[src/rtl/serial_adder.sv]
// Bit-serial adder/subtractor.
// One DIGIT-bit ripple slice is reused for WIDTH/DIGIT cycles. The carry out of each
// digit is held in a register and fed into the next digit. The result fills from the
// MSB side, so after the last digit the low-order digit sits at the bottom of sum.
// The handshake is start -> busy for N cycles -> a one-cycle done pulse.
module serial_adder #(
    parameter int WIDTH = 8,
    parameter int DIGIT = 1
) (
    input  logic             clk,
    input  logic             rst_n,
    input  logic             start,
    input  logic             sub,
    input  logic [WIDTH-1:0] a,
    input  logic [WIDTH-1:0] b,
    input  logic             cin,
    output logic             busy,
    output logic             done,
    output logic [WIDTH-1:0] sum,
    output logic             cout,
    output logic             ovf
);

    localparam int N  = WIDTH / DIGIT;
    localparam int CW = (N > 1) ? $clog2(N) : 1;
    localparam logic [CW-1:0] LAST_DIGIT = CW'(N - 1);

    // Reject geometries the serial datapath cannot handle.
    generate
        if ((WIDTH < 2) || (DIGIT < 1) || (DIGIT > WIDTH) || ((WIDTH % DIGIT) != 0)) begin : g_bad_param
            $error("serial_adder: DIGIT must divide WIDTH exactly and WIDTH must be >= 2");
        end
    endgenerate

    typedef enum logic [1:0] {
        S_IDLE = 2'd0,
        S_RUN  = 2'd1,
        S_DONE = 2'd2
    } state_t;

    state_t           state_reg, state_next;
    logic [WIDTH-1:0] a_reg, a_next;
    logic [WIDTH-1:0] b_reg, b_next;
    logic [WIDTH-1:0] sum_reg, sum_next;
    logic             carry_reg, carry_next;
    logic [CW-1:0]    cnt_reg, cnt_next;
    logic             cout_reg, cout_next;
    logic             ovf_reg, ovf_next;

    // Digit slice: the carry chain c[0..DIGIT] ripples through DIGIT full adders.
    logic [DIGIT:0]   c;
    logic [DIGIT-1:0] digit_sum;
    logic             slice_ovf;

    assign c[0] = carry_reg;

    generate
        for (genvar gi = 0; gi < DIGIT; gi++) begin : g_slice
            assign digit_sum[gi] = a_reg[gi] ^ b_reg[gi] ^ c[gi];
            assign c[gi+1]       = (a_reg[gi] & b_reg[gi]) | (a_reg[gi] & c[gi]) | (b_reg[gi] & c[gi]);
        end
    endgenerate

    // Overflow is meaningful only on the final digit, where slice bit DIGIT-1 is the operand MSB.
    assign slice_ovf = c[DIGIT] ^ c[DIGIT-1];

    // Shifted operand and result images for the next digit. A single-digit
    // configuration has nothing left to shift.
    logic [WIDTH-1:0] a_shift, b_shift, sum_shift;

    generate
        if (DIGIT == WIDTH) begin : g_single_digit
            assign a_shift   = '0;
            assign b_shift   = '0;
            assign sum_shift = digit_sum;
        end else begin : g_multi_digit
            assign a_shift   = {{DIGIT{1'b0}}, a_reg[WIDTH-1:DIGIT]};
            assign b_shift   = {{DIGIT{1'b0}}, b_reg[WIDTH-1:DIGIT]};
            assign sum_shift = {digit_sum, sum_reg[WIDTH-1:DIGIT]};
        end
    endgenerate

    // Next-state and datapath control: accept in IDLE/DONE, step one digit per RUN cycle.
    always_comb begin
        state_next = state_reg;
        a_next     = a_reg;
        b_next     = b_reg;
        sum_next   = sum_reg;
        carry_next = carry_reg;
        cnt_next   = cnt_reg;
        cout_next  = cout_reg;
        ovf_next   = ovf_reg;

        case (state_reg)
            S_IDLE, S_DONE: begin
                if (start) begin
                    // Subtraction becomes a + ~b + 1. The +1 enters through the carry register.
                    a_next     = a;
                    b_next     = b ^ {WIDTH{sub}};
                    carry_next = sub ? 1'b1 : cin;
                    cnt_next   = '0;
                    state_next = S_RUN;
                end else if (state_reg == S_DONE) begin
                    state_next = S_IDLE;
                end
            end
            S_RUN: begin
                a_next     = a_shift;
                b_next     = b_shift;
                sum_next   = sum_shift;
                carry_next = c[DIGIT];
                cnt_next   = cnt_reg + 1'b1;
                if (cnt_reg == LAST_DIGIT) begin
                    cout_next  = c[DIGIT];
                    ovf_next   = slice_ovf;
                    cnt_next   = '0;
                    state_next = S_DONE;
                end
            end
            default: begin
                state_next = S_IDLE;
            end
        endcase
    end

    // State and datapath registers. Reset aborts any operation in flight.
    always_ff @(posedge clk or negedge rst_n) begin
        if (!rst_n) begin
            state_reg <= S_IDLE;
            a_reg     <= '0;
            b_reg     <= '0;
            sum_reg   <= '0;
            carry_reg <= 1'b0;
            cnt_reg   <= '0;
            cout_reg  <= 1'b0;
            ovf_reg   <= 1'b0;
        end else begin
            state_reg <= state_next;
            a_reg     <= a_next;
            b_reg     <= b_next;
            sum_reg   <= sum_next;
            carry_reg <= carry_next;
            cnt_reg   <= cnt_next;
            cout_reg  <= cout_next;
            ovf_reg   <= ovf_next;
        end
    end

    assign busy = (state_reg == S_RUN);
    assign done = (state_reg == S_DONE);
    assign sum  = sum_reg;
    assign cout = cout_reg;
    assign ovf  = ovf_reg;

endmodule

[config.mk]
export PLATFORM = sky130hd
export DESIGN_NAME = serial_adder
export DESIGN_NICKNAME = d
export VERILOG_FILES = /design/src/rtl/serial_adder.sv
export SDC_FILE = /design/constraint.sdc
export NUM_CORES = 1
export LEC_CHECK = 0
export CAP_MARGIN = 15
export CORE_MARGIN = 8
export CORE_UTILIZATION = 44
export DETAILED_ROUTE_END_ITERATION = 8
export GPL_ROUTABILITY_DRIVEN = 0
export PLACE_DENSITY = 0.77
export SETUP_SLACK_MARGIN = 0.15
export SLEW_MARGIN = 5
export SYNTH_ARGS = -nofsm -noshare
export SYNTH_HDL_FRONTEND = slang
export SYNTH_SLANG_ARGS = --single-unit
export TNS_END_PERCENT = 100
[constraint.sdc]
create_clock -name clk -period 1.2 [get_ports clk]
set_input_delay 0.12 -clock clk [delete_from_list [all_inputs] [get_ports clk]]
set_output_delay 0.12 -clock clk [all_outputs]
set_load 0.005 [all_outputs]
==> results.sh <==
export IMPL_failed_checks="setup timing"
export IMPL_nFillCells=237
export IMPL_postCtsHoldBufs=0
export IMPL_period_needed_ns=1.27
export IMPL_wire_per_inst_um=14.7
export IMPL_yosysSeqAreaShare=0.558
export IMPL_synth_warnings=0
export IMPL_pwr_share_comb=0.521
export IMPL_slew_violations=0
export IMPL_syn_num_nets=158
export IMPL_crit_arrival_ns=1.15
export IMPL_layout_common_cells="dfrtp_1, nand2_1, clkdlybuf4s50_1"
export IMPL_nets=213
export IMPL_cts_tree="done"
export IMPL_first_iter_violations=52
export IMPL_yosys_area_top_type_share=0.558
export IMPL_ir_drop_uv=898
export IMPL_syn_area_um2=1440
export IMPL_placed_cell_area_um2=1890
export IMPL_final_core_util=0.684
export IMPL_power_w=0.00526
export IMPL_p_sw_w=0.00190
export IMPL_grt_max_degree=33
export IMPL_required_ns=1.08
export IMPL_grt_first_pass_wirelength_um=5780
export IMPL_critPathTopFamily="flip-flops"
export IMPL_gr_usage_met1=0.156
export IMPL_dr_pass1_iters=4
export IMPL_top_usage_layer="met2"
export IMPL_worstMarginPinSlew_ns=0.304
export IMPL_ios=33
export IMPL_hold_class="in -> async"
export IMPL_dieArea_um2=5350
export IMPL_worstSetupPathType="reg -> out"
export IMPL_cts_made_buffers=5
export IMPL_max_freq_ghz=0.790
export IMPL_cts_num_sinks=32
export IMPL_die_h_um=73.1
export IMPL_antenna_found_initial=0
export IMPL_synth_cell_types=26
export IMPL_clkPwrFrac=0.121
export IMPL_synth_avg_cell_area_um2=10.7
export IMPL_p_int_w=0.00336
export IMPL_antenna_cells=0
export IMPL_slowest_delay_ns=0.41
export IMPL_slew_headroom=0.797
export IMPL_area_growth_pct=46.6
export IMPL_final_common_cell="dfrtp_1"
export IMPL_whs_ns=0.139
export IMPL_post_synth_top_area_cell="dfrtp_1"
export IMPL_syn_inst=134
export IMPL_hold_viol=0
export IMPL_grt_pass1_vias=1309
export IMPL_ys_flop_type="dfrtp_1"
export IMPL_fp_row_count=20
export IMPL_portBuffers=32
export IMPL_seq_power_share=0.358
export IMPL_finClkSkew_ns=0.00405
export IMPL_fp_coreArea_um2=3080
export IMPL_drive_gt1_frac=0.337
export IMPL_setup_viol=17
export IMPL_gr_usage_met2=0.225
export IMPL_dp_hpwl_um=2400
export IMPL_via_count=1190
export IMPL_synth_area_top_cells="dfrtp_1, nand2_1, a221o_1"
export IMPL_clock_path_buffers=2
export IMPL_synth_edff_count=0
export IMPL_dp_slack_ns=-0.281
export IMPL_clk_latency_ns=0.33
export IMPL_grtUsageMet3=0.0467
export IMPL_cts_htree_levels=2
export IMPL_crit_fanout=8
export IMPL_status="finished, violations left"
export IMPL_drt_vias_per_instance=5.09
export IMPL_initial_utilization=0.466
export IMPL_cts_root_buf="clkbuf_4"
export IMPL_wl_um=3450
export IMPL_synthArstFlopShare=1.00
export IMPL_crit_buf_inv=3
export IMPL_crit_path_frequent_cell="buf_6"
export IMPL_grt_ovfl_total=0
export IMPL_swShare=0.361
export IMPL_rsz0062_at_grt="yes"
export IMPL_final_area_um2=2100
export IMPL_die_w_um=73.1
export IMPL_power_density_nw_per_um2=2500
export IMPL_route_detailed_drc=0
export IMPL_worstPathCellList="buf_6 -> nand2b_4 -> inv_8 -> buf_6"
export IMPL_worst_path_max_delay_cell="dfrtp_1"
export IMPL_grt_use_total=0.139
export IMPL_period_share=1.05
export IMPL_setup_ws_ns=-0.0654
export IMPL_antenna_left=0
export IMPL_end_kind="output port"
export IMPL_cp_start_kind="flop"
export IMPL_cellLeakagePower_nw=1.01
export IMPL_cap_violations=0
export IMPL_ys_seq_elements=32
export IMPL_path_clk_slew_ns=0.09
what timing repair did:
item                       in CTS  in global routing
resized for setup              61                 12
setup endpoints to repair      37                 35
pin swaps                       8                  9
setup buffers                  10                  1
gates cloned                    0                  1
final cells by class:
type,count,area [µm²],area share
Multi-Input combinational cell,90,651,0.309
Tap cell,44,55.1,0.0262
Timing Repair Buffer,57,520,0.247
Inverter,3,18.8,0.00892
Clock buffer,8,58.8,0.0279
Sequential cell,32,801,0.380
synth_stat cells, types with 3 or more instances:
cell type	n
nand2_1	32
a221o_1	8
nand3_1	7
a22o_1	3
dfrtp_1	32
o21ai_0	3
xnor2_1	8
nor2_1	9
a22oi_1	7
buf_2	4
routing by layer:
| metal | vias up | wire, µm | share of wire |
|---|---|---|---|
| li1 | 565 | - | - |
| met1 | 573 | 1400 | 0.41 |
| met2 | 44 | 1730 | 0.50 |
| met3 | 8 | 246 | 0.071 |
| met4 | 0 | 74 | 0.021 |
| met5 | - | 0 | 0 |
logic make-up after synthesis:
kind of cell,synth area share
adders and majority gates,0.0314
and+or+nand+nor,0.160
buffers and inverters,0.0541
muxes,0.00785
DFF,0.558
xor gates and xnor gates,0.0549
AOI/OAI and AO/OA,0.133
path summary, 6_finish.rpt:
kind                             endpoint  slack [ns]         start  cells after the start
worst max register to register  carry_reg       -0.06      b_reg[0]                      2
min in group clk                 a_reg[6]        0.39          a[6]                      3
worst min-delay path               sum[6]        0.14         rst_n                      2
worst max-delay path                 busy       -0.07  state_reg[0]                      4
worst min register to register     sum[0]        0.48        sum[0]                      2
max in group asynchronous          sum[0]        0.89         rst_n                      2
power by group through the flow:
stage	clock (W)	combinational [W]	sequential [W]
floorplan	0	0.00136	0.00186
CTS	0.000650	0.00250	0.00186
global placement	0	0.00211	0.00187
detailed placement	0	0.00223	0.00191
finish	0.000635	0.00274	0.00188
global route	0.000688	0.00302	0.00193
through the flow:
step                instances  setup TNS (ns)
finish                    234          -0.735
global route              234           -1.54
CTS                       232          -0.676
detailed placement        214           -3.93
global placement          214           -2.64
floorplan                 134          -0.315
No activity file was read; power rests on OpenSTA's default activity.
